### src/rtl/logic16_arbiter.sv
// Two-requester round-robin arbiter in front of the shared bitwise logic unit.
// One result register, refilled in the same cycle it drains, so throughput is one op per cycle.
module logic16_arbiter #(
  parameter int WIDTH = 16
) (
  input  logic             clk,
  input  logic             rst_n,

  input  logic             req0_valid,
  output logic             req0_ready,
  input  logic [WIDTH-1:0] req0_a,
  input  logic [WIDTH-1:0] req0_b,
  input  logic [1:0]       req0_op,

  input  logic             req1_valid,
  output logic             req1_ready,
  input  logic [WIDTH-1:0] req1_a,
  input  logic [WIDTH-1:0] req1_b,
  input  logic [1:0]       req1_op,

  output logic             rsp_valid,
  input  logic             rsp_ready,
  output logic             rsp_id,
  output logic [WIDTH-1:0] rsp_out
);

  typedef enum logic {
    S_EMPTY = 1'b0,
    S_FULL  = 1'b1
  } state_e;

  typedef enum logic [1:0] {
    OP_AND = 2'b00,
    OP_OR  = 2'b01,
    OP_XOR = 2'b10,
    OP_NOT = 2'b11
  } op_e;

  state_e           state_q, state_d;
  logic             last_q,  last_d;
  logic             id_q,    id_d;
  logic [WIDTH-1:0] out_q,   out_d;

  logic             grant_vld;
  logic             grant_id;
  logic             can_accept;
  logic             accept;
  logic [WIDTH-1:0] sel_a;
  logic [WIDTH-1:0] sel_b;
  op_e              sel_op;

  function automatic logic [WIDTH-1:0] apply_op(input op_e op,
                                                input logic [WIDTH-1:0] a,
                                                input logic [WIDTH-1:0] b);
    logic [WIDTH-1:0] r;
    r = '0;
    case (op)
      OP_AND:  r = a & b;
      OP_OR:   r = a | b;
      OP_XOR:  r = a ^ b;
      OP_NOT:  r = ~a;
      default: r = '0;
    endcase
    return r;
  endfunction

  // Grant and handshake. On a tie the requester that did not win last time goes.
  always_comb begin
    // NOTE: every signal gets a default before any branch so no latch is inferred.
    grant_vld = req0_valid | req1_valid;
    grant_id  = 1'b0;
    if (req0_valid && req1_valid) begin
      grant_id = ~last_q;
    end else if (req1_valid) begin
      grant_id = 1'b1;
    end
    can_accept = (state_q == S_EMPTY) || rsp_ready;
    accept     = grant_vld && can_accept;
    req0_ready = accept && !grant_id;
    req1_ready = accept &&  grant_id;
  end

  // Operand steering only feeds the result register, never an output directly.
  always_comb begin
    sel_a  = grant_id ? req1_a : req0_a;
    sel_b  = grant_id ? req1_b : req0_b;
    sel_op = op_e'(grant_id ? req1_op : req0_op);
  end

  always_comb begin
    state_d = state_q;
    last_d  = last_q;
    id_d    = id_q;
    out_d   = out_q;
    case (state_q)
      S_EMPTY: begin
        if (accept) state_d = S_FULL;
      end
      S_FULL: begin
        // A refill in the draining cycle keeps the register full with no bubble.
        if (accept)         state_d = S_FULL;
        else if (rsp_ready) state_d = S_EMPTY;
      end
      default: state_d = S_EMPTY;
    endcase
    if (accept) begin
      out_d  = apply_op(sel_op, sel_a, sel_b);
      id_d   = grant_id;
      last_d = grant_id;
    end
  end

  // last resets to 1 so requester 0 wins the first tie.
  always_ff @(posedge clk or negedge rst_n) begin
    if (!rst_n) begin
      state_q <= S_EMPTY;
      last_q  <= 1'b1;
      id_q    <= 1'b0;
      out_q   <= '0;
    end else begin
      // NOTE: non-blocking assignments keep every register sampling pre-edge values.
      state_q <= state_d;
      last_q  <= last_d;
      id_q    <= id_d;
      out_q   <= out_d;
    end
  end

  assign rsp_valid = (state_q == S_FULL);
  assign rsp_id    = id_q;
  assign rsp_out   = out_q;

endmodule
### config.mk
export PLATFORM = sky130hd
export DESIGN_NAME = logic16_arbiter
export DESIGN_NICKNAME = d
export VERILOG_FILES = /design/src/rtl/logic16_arbiter.sv
export SDC_FILE = /design/constraint.sdc
export NUM_CORES = 1
export LEC_CHECK = 0
export ABC_AREA = 1
export CORE_MARGIN = 3
export CORE_UTILIZATION = 39
export DETAILED_ROUTE_END_ITERATION = 6
export PLACE_DENSITY = 0.76
export SLEW_MARGIN = 25
export SYNTH_ARGS = -nofsm -noshare
export SYNTH_HDL_FRONTEND = slang
export SYNTH_SLANG_ARGS = --single-unit
### constraint.sdc
create_clock -name clk -period 3.7 [get_ports clk]
set_input_delay 0.555 -clock clk [delete_from_list [all_inputs] [get_ports clk]]
set_output_delay 0.555 -clock clk [all_outputs]
set_load 0.05 [all_outputs]
==> out/summary.txt, run 1 <==
Final Worst Setup Slack -> 0.838 ns
synth top area cells -> dfrtp_1, nand2_1, ha_1, inv_1, nand3_1
num rows -> 28
GPL Wtd Cong -> 0.811
Remaining Overflow, GRT -> 0
largest net degree at the start of global routing -> 45
Async S/R FF share, synth -> 1.00
ys flop type -> dfrtp_1
share of cells above drive strength 1 -> 0.0757
Antenna Cells -> 0
Skew-Pair Late Insertion Delay -> 0.26 ns
DP Worst Slack -> 0.832 ns
Critical Path RT -> 3.14 ns
final std cells w/o fill -> 564
Max Cap Viol -> 0
Die Height -> 87.0 µm
Clock Sinks -> 19
Yosys top cell by area -> dfrtp_1
drt pass-1 iters -> 4
I/O pin total -> 93
count of final max-slew check failures -> 0
register area share after synthesis -> 0.186
First DRT Iteration DRCs -> 150
Initial Util -> 0.417
worst r2r path cells -> 11
initial antenna violation count -> 0
Setup crit end kind -> output pin
Hold Crit Class -> reg2reg
count of state elements after synthesis -> 19
DRC violations left -> 0
Cell variety after synth -> 22
Setup crit start kind -> primary input
Vias/cell -> 4.59
Area Overhead vs Synth -> 37.5%
Post-DP HPWL -> 4.67 mm
RSZ-0062 raised after global routing -> no
post-CTS sizing -> 0
gr usage total -> 0.159
status -> complete, no violations
Die Footprint -> 7560 µm²
Max Fclk -> 0.349 GHz
Port Buffer Count -> 92
crit path max fanout -> 19
final setup skew -> 0.00155 ns
WL per Instance -> 10.4 µm
hold buffers post-CTS -> 0
worst-margin pin slew -> 0.830 ns
DRT Wirelength -> 5.85 mm
ANT nets after route -> 0
WS Path Type -> in2out
total setup buffers inserted after CTS -> 0
proportion of netlist area held by the largest area contributor -> 0.176
arrival time worst endpoint -> 2.31 ns
Synth Cell Area -> 2560 µm²
syn avg cell area -> 6.23 µm²
Vias -> 2,591
hold path cells -> 2
maximum vdd drop -> 0.236 mV
syn nets -> 515
final setup fails -> 0
Final Hold Vio Count -> 0
core region area -> 6130 µm²
cts bufs inserted -> 3
clk buf depth -> 2
count leader, synth -> nand2_1
Post-Syn Instances -> 410
Final Critical Period -> 2.86 ns
yosys warns -> 0
global-route wire length before repair -> 10.0 mm
Setup TNS -> 0 ns
Power per Cell Area -> 303 nW/µm²
vias in the first global route -> 2,298
placed insts -> 560
Pleak -> 1.94 nW
relative slew slack -> 0.445
CTS root buffer -> clkbuf_8
Die Wd -> 87.0 µm
Layout Nets -> 595
Post-synth EDFFs -> 0
htree depth -> 1
CTS tree -> yes
clock-pin slew on the worst setup and hold paths -> 0.07 ns
top post-synthesis cells by count -> nand2_1, inv_1, nand3_1
Period Utilization, post-route -> 0.773
cells in the final DEF, fill, tap and decap left out, types with 2 or more instances in the layout:
cell and n:
inv_1 101, clkdlybuf4s50_1 90, or2_2 3, o21ai_1 21, ha_1 32, nand3_1 42
nor2_1 5, o21ai_2 17, clkbuf_8 3, o21ai_0 6, nand3b_1 15, dfrtp_1 18
nand2_2 5, buf_12 2, nand2_1 119, buf_4 2
metal layers:
metal	global-route usage	wire length (µm)
met4	0.0411	71
met3	0.0189	383
met1	0.213	2660
met2	0.271	2730
met5	0	0
registers in the layout, summed over array words and instances (netlist names):
signal     flops
rsp_out       16
last_q         1
rsp_id         1
rsp_valid      1
kinds of logic (layout without fill, tap and decap cells):
group | after synthesis | in the layout | share of synthesized area
and+or+nand+nor | 192 | 192 | 0.337
buffers and inverters | 121 | 200 | 0.204
DFF | 19 | 19 | 0.186
adders and majority gates | 32 | 32 | 0.157
AOI/OAI and AO/OA | 46 | 46 | 0.116
layout make-up:
cell class                      count  area, µm²
Multi-Input combinational cell    270       1560
Inverter                          102        383
Fill cell                         566       2620
Clock inverter                      1       5.00
Sequential cell                    19        477
Tap cell                           75       93.8
Timing Repair Buffer               94        956
Clock buffer                        3       41.3
final timing paths:
| check | startpoint | slack, ns | to |
|---|---|---|---|
| worst max-delay path | req1_valid | 0.84 | req0_ready |
| worst min-delay path | rsp_id | 0.48 | rsp_id |
| worst max register to register | last_q | 1.59 | rsp_out[6] |
| worst min register to register | rsp_id | 0.48 | rsp_id |
| max in group asynchronous | rst_n | 2.41 | rsp_out[13] |
| min in group asynchronous | rst_n | 0.77 | rsp_out[10] |
worst max-delay path, stage by stage:
cell,delay [ns]
clkdlybuf4s50_1,0.60
nor2_1,0.14
nor2_4,0.38
inv_2,0.25
a21oi_1,0.17
buf_4,0.21
where the power goes:
part           switching [mW]  total [mW]  internal [mW]
Clock                  0.0676       0.142         0.0749
Sequential             0.0257       0.277          0.251
Combinational           0.392       0.646          0.254
Total                   0.485        1.06          0.580
per-stage QoR:
step                      area [µm²]  total power, mW  hold WS, ns  utilization
after floorplan                 2560            0.713        0.259            -
after global placement          3470            0.916        0.460        0.566
after detailed placement        3470            0.931        0.465        0.566
after CTS                       3510             1.08        0.483        0.573
after global routing            3510             1.16        0.509        0.573
final                           3510             1.07        0.476        0.573
(Power assumes the default switching activity.)
==> inputs of run 2 (changes only) <==
--- a/config.mk
+++ b/config.mk
@@ -9,7 +9,7 @@
 export CORE_MARGIN = 3
 export CORE_UTILIZATION = 39
 export DETAILED_ROUTE_END_ITERATION = 6
-export PLACE_DENSITY = 0.76
+export PLACE_DENSITY = 0.79
 export SLEW_MARGIN = 25
 export SYNTH_ARGS = -nofsm -noshare
 export SYNTH_HDL_FRONTEND = slang
==> constraint.sdc (replaced) <==
create_clock -name clk -period 2.3 [get_ports clk]
set_input_delay 0.345 -clock clk [delete_from_list [all_inputs] [get_ports clk]]
set_output_delay 0.345 -clock clk [all_outputs]
set_load 0.05 [all_outputs]
==> out/summary.txt, run 2 (same netlist as run 1, synthesis figures left out) <==
vias in the first global route -> 2,377
Critical Path Most Common Cell -> nand2_1
DRC violations left -> 0
I/O pin total -> 93
most common cell after layout, fill and taps aside -> nand2_1
Filler Cells Inserted -> 541
Setup TNS -> 0 ns
arrival time worst endpoint -> 2.10 ns
ANT nets after route -> 0
DRT Wirelength -> 6.25 mm
Pleak -> 2.02 nW
initial antenna violation count -> 0
commonest non-fill, non-tap cells in the layout -> nand2_1, inv_1, clkdlybuf4s50_1
WL per Instance -> 10.8 µm
Vias -> 2,626
Port Buffer Count -> 92
Final Hold Vio Count -> 0
Post-DP HPWL -> 5.24 mm
Layout Nets -> 607
multi-input logic area -> 1560 µm²
CTS root buffer -> clkbuf_8
clock-pin slew on the worst setup and hold paths -> 0.07 ns
GPL Wtd Cong -> 0.791
worst r2r path cells -> 12
Clock Sinks -> 19
final setup fails -> 0
num rows -> 28
share of cells above drive strength 1 -> 0.0978
Final Power -> 1.77 mW
Die Wd -> 87.0 µm
Skew-Pair Late Insertion Delay -> 0.25 ns
final setup skew -> 0.00146 ns
Setup crit start kind -> primary input
Critical Path RT -> 2.45 ns
count of final max-slew check failures -> 0
post-CTS sizing -> 0
Power per Cell Area -> 485 nW/µm²
CP max stage delay -> 0.50 ns
worst reg2reg endpoint -> rsp_out[14]
drt pass-1 iters -> 4
Die Footprint -> 7560 µm²
hold buffers post-CTS -> 0
Crit-path slowest cell -> clkdlybuf4s50_1
Area Overhead vs Synth -> 43.1%
max reg flops -> 16
htree depth -> 1
core region area -> 6130 µm²
Setup crit end kind -> flop
Initial Util -> 0.417
maximum vdd drop -> 0.375 mV
Hold Crit Class -> in2async
RSZ-0062 raised after global routing -> no
WS Path Type -> in2reg
relative slew slack -> 0.625
storage element area -> 477 µm²
First DRT Iteration DRCs -> 123
CTS tree -> yes
Final Critical Period -> 1.95 ns
gr usage total -> 0.170
clk buf depth -> 2
Antenna Cells -> 0
global-route wire length before repair -> 10.6 mm
cts bufs inserted -> 3
crit path max fanout -> 18
total setup buffers inserted after CTS -> 0
cell chain of the critical path -> clkdlybuf4s50_1, nand2_2, nand2_2, buf_4, nand2_1, o21ai_1, inv_1, ha_1, nand3b_1, nand2_1, inv_1, nand2_1, nand2_1
worst-margin pin slew -> 0.561 ns
Period Utilization, post-route -> 0.846
status -> complete, no violations
Max Cap Viol -> 0
R2R Setup Slk -> 0.42 ns
Worst R2R Start -> last_q
Max Fclk -> 0.514 GHz
largest net degree at the start of global routing -> 28
Die Height -> 87.0 µm
Remaining Overflow, GRT -> 0
Vias/cell -> 4.56
worst hold slack -> 0.396 ns
-- run 2: layout make-up --
class | count | area share
inverters | 102 | 0.105
flip-flops and latches | 19 | 0.130
well taps | 75 | 0.0257
clock buffers | 4 | 0.0123
repair buffers | 106 | 0.300
multi-input cells | 270 | 0.427
-- run 2: layer usage --
layer	GRT usage	wire, µm	up-vias
met4	0.0368	41	0
met1	0.236	2930	1116
met5	0	0	-
met3	0.0170	428	5
li1	-	-	1421
met2	0.284	2850	84
-- run 2: worst max-delay path by stage --
stage / start / endpoint / slack [ns] / cells after the start
finish: req0_valid / rsp_out[14] / 0.35 / 13
global route: req0_valid / rsp_out[0] / 0.15 / 12
CTS: req0_valid / rsp_out[6] / 0.33 / 12
detailed placement: req0_valid / rsp_out[6] / 0.07 / 12
global placement: req0_valid / rsp_out[0] / 0.12 / 13
floorplan: rsp_valid / req0_ready / 0.28 / 6
-- run 2: power by group --
| group | switching [mW] | internal [mW] | leakage [nW] |
|---|---|---|---|
| clock network | 0.108 | 0.123 | 0.0228 |
| logic | 0.645 | 0.449 | 1.76 |
| registers | 0.0449 | 0.404 | 0.230 |
| total | 0.798 | 0.977 | 2.02 |
-- run 2: worst max-delay path, delay by kind of cell --
| family | cells | cell delay (ns) |
|---|---|---|
| buf+inv | 4 | 0.85 |
| simple gates | 7 | 0.56 |
| fa+ha+maj | 1 | 0.19 |
| compound gates | 1 | 0.15 |
-- run 2: metrics by stage --
stage,worst slack [ns],utilization,instance area (µm²),cells
after global routing,0.152,0.597,3660,576
after CTS,0.335,0.597,3660,576
after global placement,0.118,0.589,3610,572
after floorplan,0.281,-,2560,410
after detailed placement,0.0742,0.589,3610,572
final,0.354,0.597,3660,576
==> inputs of run 3 (changes only) <==
==> constraint.sdc (replaced) <==
create_clock -name clk -period 1.6 [get_ports clk]
set_input_delay 0.24 -clock clk [delete_from_list [all_inputs] [get_ports clk]]
set_output_delay 0.24 -clock clk [all_outputs]
set_load 0.05 [all_outputs]
==> out/summary.txt, run 3 (same netlist as run 1, synthesis figures left out) <==
Setup crit start kind -> flop
failing checks -> setup timing
Antenna Cells -> 0
gr usage total -> 0.219
Die Wd -> 87.0 µm
worst-margin pin slew -> 0.379 ns
Vias -> 3,206
R2R Setup Slk -> -0.32 ns
Skew-Pair Late Insertion Delay -> 0.27 ns
I/O pin total -> 93
cts bufs inserted -> 3
GPL Wtd Cong -> 0.827
global-route wire length before repair -> 13.3 mm
Setup TNS -> -4.33 ns
drt pass-1 iters -> 4
Filler Cells Inserted -> 340
First DRT Iteration DRCs -> 240
Die Footprint -> 7560 µm²
max reg flops -> 16
crit path max fanout -> 6
Area Overhead vs Synth -> 92.1%
DP Worst Slack -> -0.512 ns
arrival time worst endpoint -> 2.08 ns
Setup crit end kind -> flop
multi-input logic area -> 2190 µm²
initial antenna violation count -> 0
most common cell after layout, fill and taps aside -> nand2_1
clock-pin slew on the worst setup and hold paths -> 0.09 ns
vias in the first global route -> 2,904
share of cells above drive strength 1 -> 0.367
Max Fclk -> 0.520 GHz
Max Cap Viol -> 0
Vias/cell -> 5.17
Final Critical Period -> 1.92 ns
Clock Sinks -> 19
final std cells w/o fill -> 620
DRT Wirelength -> 10.1 mm
ANT nets after route -> 0
Hold Crit Class -> in2async
Final Worst Setup Slack -> -0.322 ns
final setup skew -> 0.00709 ns
clk buf depth -> 2
worst hold slack -> 0.320 ns
WS Path Type -> reg2reg
Die Height -> 87.0 µm
WL per Instance -> 16.4 µm
relative slew slack -> 0.747
Final Power -> 3.32 mW
htree depth -> 1
commonest non-fill, non-tap cells in the layout -> nand2_1, inv_1, clkdlybuf4s50_1
Critical Path RT -> 1.76 ns
placed insts -> 594
maximum vdd drop -> 0.539 mV
CTS root buffer -> clkbuf_8
RSZ-0062 raised after global routing -> yes
CTS tree -> yes
DRC violations left -> 0
status -> finished with violations
storage element area -> 478 µm²
final setup fails -> 17
count of final max-slew check failures -> 0
Layout Nets -> 651
largest net degree at the start of global routing -> 26
Remaining Overflow, GRT -> 0
Period Utilization, post-route -> 1.20
Post-DP HPWL -> 5.45 mm
Port Buffer Count -> 92
Initial Util -> 0.417
Power per Cell Area -> 677 nW/µm²
num rows -> 28
Final Hold Vio Count -> 0
hold buffers post-CTS -> 0
Pleak -> 2.49 nW
core region area -> 6130 µm²
-- run 3: cell count changes in the layout (fill, tap and decap cells not counted), moves of 14 or more --
cell	change
buf_4	+29
nand2_1	-21
clkdlybuf4s50_1	-20
ha_1	-18
o21ai_4	+17
inv_1	-15
inv_2	+15
nand3_1	-15
ha_4	+14
o21ai_1	-14
-- run 3: cell type report --
class                           instances  area share
Clock buffer                            3     0.00841
Clock inverter                          1     0.00102
Inverter                              102      0.0780
Multi-Input combinational cell        271       0.445
Sequential cell                        19      0.0973
Tap cell                               75      0.0191
Timing Repair Buffer                  149       0.351
-- run 3: layer usage --
metal | up-vias | track usage | routed length [µm]
met5 | - | 0 | 0
met4 | 0 | 0.0694 | 189
met3 | 20 | 0.0255 | 786
met2 | 155 | 0.386 | 5200
met1 | 1508 | 0.275 | 3970
li1 | 1523 | - | -
-- run 3: per-stage QoR --
stage	cell area (µm²)	util
6_report	4910	0.801
5_1_grt	4910	0.801
4_1_cts	4320	0.704
3_5_place_dp	3820	0.623
3_3_place_gp	3820	0.623
2_1_floorplan	2630	-
-- run 3: final timing paths --
| path | from | to | cells past startpoint |
|---|---|---|---|
| worst max-delay path | last_q | rsp_out[11] | 12 |
| worst min-delay path | rst_n | rsp_valid | 2 |
| worst max register to register | last_q | rsp_out[11] | 12 |
| worst min register to register | rsp_id | rsp_id | 2 |
| max in group asynchronous | rst_n | last_q | 2 |
| min in group clk | req0_valid | rsp_valid | 3 |
-- run 3: what timing repair did --
action | CTS | global route
endpoints found under the setup margin | 18 | 18
setup buffers | 10 | 3
hold endpoints to repair | 0 | 0
cloned | 7 | 6
resized for setup | 48 | 99
pin swaps | 21 | 47
-- run 3: where the power goes --
group | total (mW) | switching, mW | internal [mW]
Clock | 0.366 | 0.192 | 0.174
Combinational | 2.31 | 1.29 | 1.02
Sequential | 0.652 | 0.0717 | 0.580
-- run 3: worst max-delay path: stages, from the launching register on --
cell	delay, ns
dfstp_2	0.57
nand2_4	0.08
nand2_4	0.12
buf_12	0.14
clkbuf_16	0.16
o21ai_4	0.06
inv_1	0.07
ha_2	0.16
inv_1	0.04
o21ai_1	0.17
nand3_1	0.11
nand2_1	0.08
nand2_1	0.04
